===== src/rtl/loader_pkg.sv =====
// Shared types and widths for the UART program loader.
package loader_pkg;

  localparam int unsigned ADR_W  = 14;
  localparam int unsigned WORD_W = 32;

  typedef enum logic [1:0] {LEN0, LEN1, DATA, DONE} ld_state_e;

  typedef enum logic [1:0] {IDLE, START, BITS, STOP} rx_state_e;

endpackage


===== src/rtl/uart_prog_loader_if.sv =====
// Instruction-ROM programming port driven by the loader.
interface uart_prog_loader_if;
  import loader_pkg::*;

  logic              upg_wen;
  logic [ADR_W-1:0]  upg_adr;
  logic [WORD_W-1:0] upg_dat;
  logic              upg_done;

  modport master (output upg_wen, output upg_adr, output upg_dat, output upg_done);
  modport slave  (input upg_wen, input upg_adr, input upg_dat, input upg_done);

endinterface


===== src/rtl/uart_rx_byte.sv =====
// 8N1 UART byte receiver: synchronizer, mid-bit sampling, stop-bit check.
module uart_rx_byte
  import loader_pkg::*;
#(
  parameter int unsigned CLKS_PER_BIT = 868
) (
  input  logic       clk_i,
  input  logic       rst_i,
  input  logic       rx_i,
  output logic [7:0] byte_o,
  output logic       byte_valid_o,
  output logic       frame_err_o
);

  localparam int unsigned CntW = $clog2(CLKS_PER_BIT);
  localparam logic [CntW-1:0] LastCnt = CntW'(CLKS_PER_BIT - 1);
  localparam logic [CntW-1:0] HalfCnt = CntW'(CLKS_PER_BIT / 2 - 1);

  rx_state_e       state_q, state_d;
  logic [1:0]      sync_q;
  logic            prev_q;
  logic [CntW-1:0] cnt_q, cnt_d;
  logic [2:0]      bit_q, bit_d;
  logic [7:0]      shift_q, shift_d;
  logic            valid_q, valid_d;
  logic            err_q, err_d;
  logic            rx_s;

  assign rx_s = sync_q[1];

  always_ff @(posedge clk_i) begin
    if (rst_i) begin
      state_q <= IDLE;
      sync_q  <= 2'b11;
      prev_q  <= 1'b1;
      cnt_q   <= '0;
      bit_q   <= '0;
      shift_q <= '0;
      valid_q <= 1'b0;
      err_q   <= 1'b0;
    end else begin
      state_q <= state_d;
      sync_q  <= {sync_q[0], rx_i};
      prev_q  <= rx_s;
      cnt_q   <= cnt_d;
      bit_q   <= bit_d;
      shift_q <= shift_d;
      valid_q <= valid_d;
      err_q   <= err_d;
    end
  end

  always_comb begin
    state_d = state_q;
    cnt_d   = cnt_q;
    bit_d   = bit_q;
    shift_d = shift_q;
    valid_d = 1'b0;
    err_d   = 1'b0;
    unique case (state_q)
      IDLE: begin
        // Edge-triggered so a line still low after a bad stop bit is not a start.
        if (prev_q && !rx_s) begin
          state_d = START;
          cnt_d   = '0;
        end
      end
      START: begin
        if (cnt_q == HalfCnt) begin
          cnt_d   = '0;
          bit_d   = '0;
          state_d = rx_s ? IDLE : BITS;
        end else begin
          cnt_d = cnt_q + 1'b1;
        end
      end
      BITS: begin
        if (cnt_q == LastCnt) begin
          cnt_d   = '0;
          shift_d = {rx_s, shift_q[7:1]};
          if (bit_q == 3'd7) state_d = STOP;
          else               bit_d   = bit_q + 3'd1;
        end else begin
          cnt_d = cnt_q + 1'b1;
        end
      end
      STOP: begin
        if (cnt_q == LastCnt) begin
          cnt_d   = '0;
          valid_d = rx_s;
          err_d   = !rx_s;
          state_d = IDLE;
        end else begin
          cnt_d = cnt_q + 1'b1;
        end
      end
      default: state_d = IDLE;
    endcase
  end

  assign byte_o       = shift_q;
  assign byte_valid_o = valid_q;
  assign frame_err_o  = err_q;

endmodule


===== src/rtl/uart_prog_loader.sv =====
// Loads a length-prefixed little-endian word image from UART into instruction memory.
module uart_prog_loader
  import loader_pkg::*;
#(
  parameter int unsigned CLKS_PER_BIT = 868,
  parameter int unsigned MAX_WORDS    = 16384
) (
  input  logic                      upg_clk_i,
  input  logic                      upg_rst_i,
  input  logic                      rx_i,
  uart_prog_loader_if.master        upg,
  output logic                      frame_err_o
);

  localparam logic [15:0] MaxN = 16'(MAX_WORDS);

  logic [7:0] rx_byte;
  logic       rx_valid;
  logic       rx_err;

  uart_rx_byte #(
    .CLKS_PER_BIT (CLKS_PER_BIT)
  ) u_rx (
    .clk_i        (upg_clk_i),
    .rst_i        (upg_rst_i),
    .rx_i         (rx_i),
    .byte_o       (rx_byte),
    .byte_valid_o (rx_valid),
    .frame_err_o  (rx_err)
  );

  ld_state_e         state_q, state_d;
  logic [7:0]        len_lo_q, len_lo_d;
  logic [15:0]       len_q, len_d;
  logic [14:0]       idx_q, idx_d;
  logic [1:0]        bcnt_q, bcnt_d;
  logic [23:0]       word_q, word_d;
  logic              wen_q, wen_d;
  logic [ADR_W-1:0]  adr_q, adr_d;
  logic [WORD_W-1:0] dat_q, dat_d;
  logic              done_q, done_d;
  logic              ferr_q, ferr_d;
  logic [15:0]       len_raw;
  logic [14:0]       idx_inc;

  assign len_raw = {rx_byte, len_lo_q};
  assign idx_inc = idx_q + 15'd1;

  always_ff @(posedge upg_clk_i) begin
    if (upg_rst_i) begin
      state_q  <= LEN0;
      len_lo_q <= '0;
      len_q    <= '0;
      idx_q    <= '0;
      bcnt_q   <= '0;
      word_q   <= '0;
      wen_q    <= 1'b0;
      adr_q    <= '0;
      dat_q    <= '0;
      done_q   <= 1'b0;
      ferr_q   <= 1'b0;
    end else begin
      state_q  <= state_d;
      len_lo_q <= len_lo_d;
      len_q    <= len_d;
      idx_q    <= idx_d;
      bcnt_q   <= bcnt_d;
      word_q   <= word_d;
      wen_q    <= wen_d;
      adr_q    <= adr_d;
      dat_q    <= dat_d;
      done_q   <= done_d;
      ferr_q   <= ferr_d;
    end
  end

  always_comb begin
    state_d  = state_q;
    len_lo_d = len_lo_q;
    len_d    = len_q;
    idx_d    = idx_q;
    bcnt_d   = bcnt_q;
    word_d   = word_q;
    wen_d    = 1'b0;
    adr_d    = adr_q;
    dat_d    = dat_q;
    // Done follows the DONE state by one cycle, after the last strobe.
    done_d   = done_q | (state_q == DONE);
    ferr_d   = ferr_q | rx_err;
    if (rx_valid) begin
      unique case (state_q)
        LEN0: begin
          len_lo_d = rx_byte;
          state_d  = LEN1;
        end
        LEN1: begin
          len_d   = (len_raw > MaxN) ? MaxN : len_raw;
          state_d = (len_raw == 16'd0) ? DONE : DATA;
        end
        DATA: begin
          bcnt_d = bcnt_q + 2'd1;
          word_d = {rx_byte, word_q[23:8]};
          if (bcnt_q == 2'd3) begin
            wen_d = 1'b1;
            adr_d = idx_q[ADR_W-1:0];
            dat_d = {rx_byte, word_q};
            idx_d = idx_inc;
            if ({1'b0, idx_inc} == len_q) state_d = DONE;
          end
        end
        DONE: ;
        default: state_d = LEN0;
      endcase
    end
  end

  assign upg.upg_wen  = wen_q;
  assign upg.upg_adr  = adr_q;
  assign upg.upg_dat  = dat_q;
  assign upg.upg_done = done_q;
  assign frame_err_o  = ferr_q;

endmodule


===== src/flat_wrapper.sv =====
// flat-port wrapper written by rule: the top's interface ports become plain ports
module uart_prog_loader_flat import loader_pkg::*;
#(
  parameter int unsigned CLKS_PER_BIT = 868,
  parameter int unsigned MAX_WORDS    = 16384
)
  (upg_clk_i, upg_rst_i, rx_i, frame_err_o, upg_upg_wen, upg_upg_adr, upg_upg_dat, upg_upg_done);
  uart_prog_loader_if upg_i ();
  input  logic upg_clk_i;
  input  logic upg_rst_i;
  input  logic rx_i;
  output logic frame_err_o;
  output wire logic [$bits(upg_i.upg_wen)-1:0] upg_upg_wen;
  output wire logic [$bits(upg_i.upg_adr)-1:0] upg_upg_adr;
  output wire logic [$bits(upg_i.upg_dat)-1:0] upg_upg_dat;
  output wire logic [$bits(upg_i.upg_done)-1:0] upg_upg_done;
  assign upg_upg_wen = upg_i.upg_wen;
  assign upg_upg_adr = upg_i.upg_adr;
  assign upg_upg_dat = upg_i.upg_dat;
  assign upg_upg_done = upg_i.upg_done;
  uart_prog_loader #(.CLKS_PER_BIT(CLKS_PER_BIT), .MAX_WORDS(MAX_WORDS)) u_core (.upg_clk_i(upg_clk_i), .upg_rst_i(upg_rst_i), .rx_i(rx_i), .upg(upg_i), .frame_err_o(frame_err_o));
endmodule

===== config.mk =====
export PLATFORM = sky130hd
export DESIGN_NAME = uart_prog_loader_flat
export DESIGN_NICKNAME = d
export VERILOG_FILES = /design/src/rtl/loader_pkg.sv /design/src/rtl/uart_prog_loader_if.sv /design/src/rtl/uart_rx_byte.sv /design/src/rtl/uart_prog_loader.sv /design/src/flat_wrapper.sv
export SDC_FILE = /design/constraint.sdc
export NUM_CORES = 1
export LEC_CHECK = 0
export ABC_AREA = 1
export CORE_MARGIN = 2
export CORE_UTILIZATION = 35
export DETAILED_ROUTE_END_ITERATION = 12
export PLACE_DENSITY = 0.52
export SLEW_MARGIN = 0
export SYNTH_ARGS = -nofsm -noshare
export SYNTH_HDL_FRONTEND = slang
export SYNTH_SLANG_ARGS = --single-unit

===== constraint.sdc =====
create_clock -name upg_clk_i -period 2.4 [get_ports upg_clk_i]
set_input_delay 0.24 -clock upg_clk_i [delete_from_list [all_inputs] [get_ports upg_clk_i]]
set_output_delay 0.24 -clock upg_clk_i [all_outputs]
set_load 0.005 [all_outputs]

==> flow_metrics.py <==
metrics = {
    "status": {
        "status": "complete, no violations",
    },
    "worst_setup_path": {
        "crit_type": "reg2reg",
        "worstRegToRegCells": 13,
        "worstPathMaxFanout": 5,
        "r2r_setup_slack_ns": 0.29,
        "end_kind": "flip-flop",
        "max_stage_delay_ns": 0.40,
        "cp-start-kind": "flip-flop",
        "arrival_ns": 2.45,
        "r2r_start": "u_core.idx_q[0]",
        "r2r_end": "u_core.state_q[1]",
        "startpoint": "u_core.idx_q[0]",
        "worst_path_max_delay_cell": "dfxtp_1",
        "crit_chain": "ha_1 -> nand3_1 -> nor2_1 -> nand2_1 -> nand2_1 -> nor2_1 -> nor2_1 -> nand3_1 -> nor2_1 -> nand2_1 -> nand2_1 -> nand3_1 -> a21oi_1",
        "required_ns": 2.74,
    },
    "finish": {
        "n_antenna_cell": 0,
        "finish.utilization_pct": 43.6,
        "final_layout_size_suffix_gt1_share_pct": 6.35,
        "area_growth_pct": 20.8,
        "fin_nets": 851,
        "post-route-cell-area_mm2": 0.00725,
    },
    "clock_tree": {
        "cts_resized": 0,
        "cts_root_buffer": "clkbuf_16",
        "cts_buffers": 17,
        "clockBufferDepth": 2,
        "cts_num_sinks": 144,
        "cts_tree": "built",
        "hold_buffers": 0,
        "htree_levels": 4,
        "clk_latency_ns": 0.42,
        "post_cts_buffers": 0,
        "clk_pin_slew_worst_paths_ns": 0.06,
    },
    "floorplan": {
        "num_io_pins": 52,
        "initial_core_util_pct": 36.0,
        "coreArea_mm2": 0.0166,
        "die_area_mm2": 0.0182,
        "rows": 47,
        "die_h_um": 135,
        "die_x_um": 135,
    },
    "power_and_ir_drop": {
        "p_per_area_mw_per_mm2": 685,
        "ir_drop_uv": 541,
        "power.total_mw": 4.97,
        "cellLeakagePower_nw": 2.76,
    },
    "yosys": {
        "syn_area_per_cell_um2": 7.52,
        "syn_nets": 811,
        "synth_edf_count": 0,
        "synth_cell_types": 35,
        "synth-main-ff-cell": "dfxtp_1",
        "syn-cell-area_mm2": 0.00600,
        "yosys_warnings": 0,
        "async_reset_ff_share_pct": 0,
        "synthCells": 798,
        "yosysSeqAreaShare_pct": 48.1,
        "ys_ff_latch": 144,
    },
    "timing": {
        "period_minus_slack_ns": 2.11,
        "rsz0062_at_grt": "false",
        "skew_ns": 0.00624,
        "setup_violations": 0,
        "hold_viol_final": 0,
        "slew_violations": 0,
        "fmax_mhz": 474,
        "slew_headroom_pct": 48.6,
        "fin_crit_sh_pct": 87.9,
        "setup_tns_ns": 0,
        "worstMarginPinSlew_ns": 0.770,
    },
    "worst_hold_path": {
        "holdPathStages": 2,
        "hold_start": "upg_rst_i",
        "hold_path.class": "in2reg",
    },
    "routing": {
        "ant_nets": 0,
        "drc": 0,
        "drt-initial-drc-count": 192,
        "via_per_inst": 4.96,
        "dr_total_vias": 5315,
        "drt-total-wl_um": 14800,
        "dr.pass1.iters": 5,
        "wl_per_cell_um": 13.9,
    },
    "global_route": {
        "antenna_found_initial": 0,
        "grt_max_degree": 80,
        "grt-ovfl-total": 0,
        "track_usage_pct": 17.0,
        "grt_pass1_vias": 5039,
        "grt_pass1_wl_um": 24600,
    },
    "placed_design": {
        "hpwlAfterDp_um": 10000,
        "placed_cell_area_mm2": 0.00671,
        "portBuffers": 51,
        "gp_congestion": 0.834,
    },
    "run": {
        "maxCapViolCount": 0,
    },
}
-- area by class of cell --
class | count | area, um2
Multi-Input combinational cell | 533 | 2650
Tap cell | 220 | 275
Timing Repair Buffer | 59 | 591
Inverter | 83 | 312
Clock inverter | 14 | 109
Clock buffer | 18 | 429
Sequential cell | 144 | 2880
Fill cell | 1684 | 9390
-- layer usage --
layer  GRT usage [%]  routed length [um]  vias to the layer above
met5               0                   0                        -
met1            21.8                7090                     2456
met3            3.64                 530                       17
met2            27.7                6970                      110
met4            6.73                 249                        0
li1                -                   -                     2732
-- where the power goes --
group | total, mW | internal [mW] | switching (mW) | leakage [nW]
logic | 0.150 | 0.0391 | 0.111 | 1.35
clock network | 2.40 | 1.33 | 1.07 | 0.255
registers | 2.42 | 2.40 | 0.0132 | 1.16
-- per-stage QoR --
| stage | hold slack [ns] | setup WS (ns) | cells |
|---|---|---|---|
| 4_1_cts | 0.216 | 0.283 | 1071 |
| 3_5_place_dp | 0.395 | 0.311 | 1039 |
| 3_3_place_gp | 0.406 | 0.385 | 1039 |
| 5_1_grt | 0.230 | 0.131 | 1071 |
| 2_1_floorplan | 0.324 | 0.668 | 798 |
| 6_report | 0.222 | 0.290 | 1071 |
-- worst max path at each step --
stage	end	slack, ns	cells after the start
after floorplan	u_core.state_q[0]	0.67	12
after global placement	u_core.state_q[0]	0.39	14
after detailed placement	u_core.state_q[1]	0.31	13
after CTS	u_core.state_q[1]	0.28	13
after global routing	u_core.state_q[0]	0.13	14
final	u_core.state_q[1]	0.29	13
-- synthesized netlist by cell type, types with 8 or more instances --
master	number	area, um2
inv_1	82	308
nand3_1	48	240
a21oi_1	98	490
nand2_1	155	582
o21ai_0	95	475
ha_1	10	125
dfxtp_1	144	2880
nor2_1	63	236
buf_1	9	33.8
nand3b_1	8	60.1
clkbuf_1	25	93.8
nand4_1	9	56.3
-- state kept, by name (all words and copies together), names as in the netlist, 2 cells and up, named ones only --
signal              count
u_core.upg.upg_dat     32
u_core.word_q          24
u_core.len_q           16
u_core.idx_q           15
u_core.upg.upg_adr     14
u_core.u_rx.cnt_q      10
u_core.len_lo_q         8
u_core.u_rx.byte_o      8
u_core.u_rx.bit_q       3
u_core.bcnt_q           2
u_core.state_q          2
u_core.u_rx.sync_q      2
-- placed cells by master, fill, tap and decap left out, drive strengths merged, types with 3 or more instances in the layout --
cell type	count
a21oi	98
ha	10
nand3b	8
nor3	6
a211oi	6
o211ai	5
clkinvlp	4
clkdlybuf4s50	50
buf	9
nand3	48
nand4	9
clkbuf	18
inv	87
nor2	68
clkinv	6
nand2	157
or2	3
o21ai	97
xor2	4
dfxtp	144
-- logic make-up after synthesis --
group	synth area share (%)
adder cells (fa/ha/maj)	2.09
buffers and inverters	7.76
flip-flops	48.0
XOR/XNOR	1.33
AND/OR/NAND/NOR	21.8
AO/OA/AOI/OAI	19.0
-- worst max-delay path, delay by kind of cell, from the launching register on --
family | cells | cell delay, ns
adders and majority gates | 1 | 0.25
and+or+nand+nor | 11 | 1.19
AOI/OAI and AO/OA | 1 | 0.19
DFF | 1 | 0.40
No activity file was read; power rests on OpenSTA's default activity.
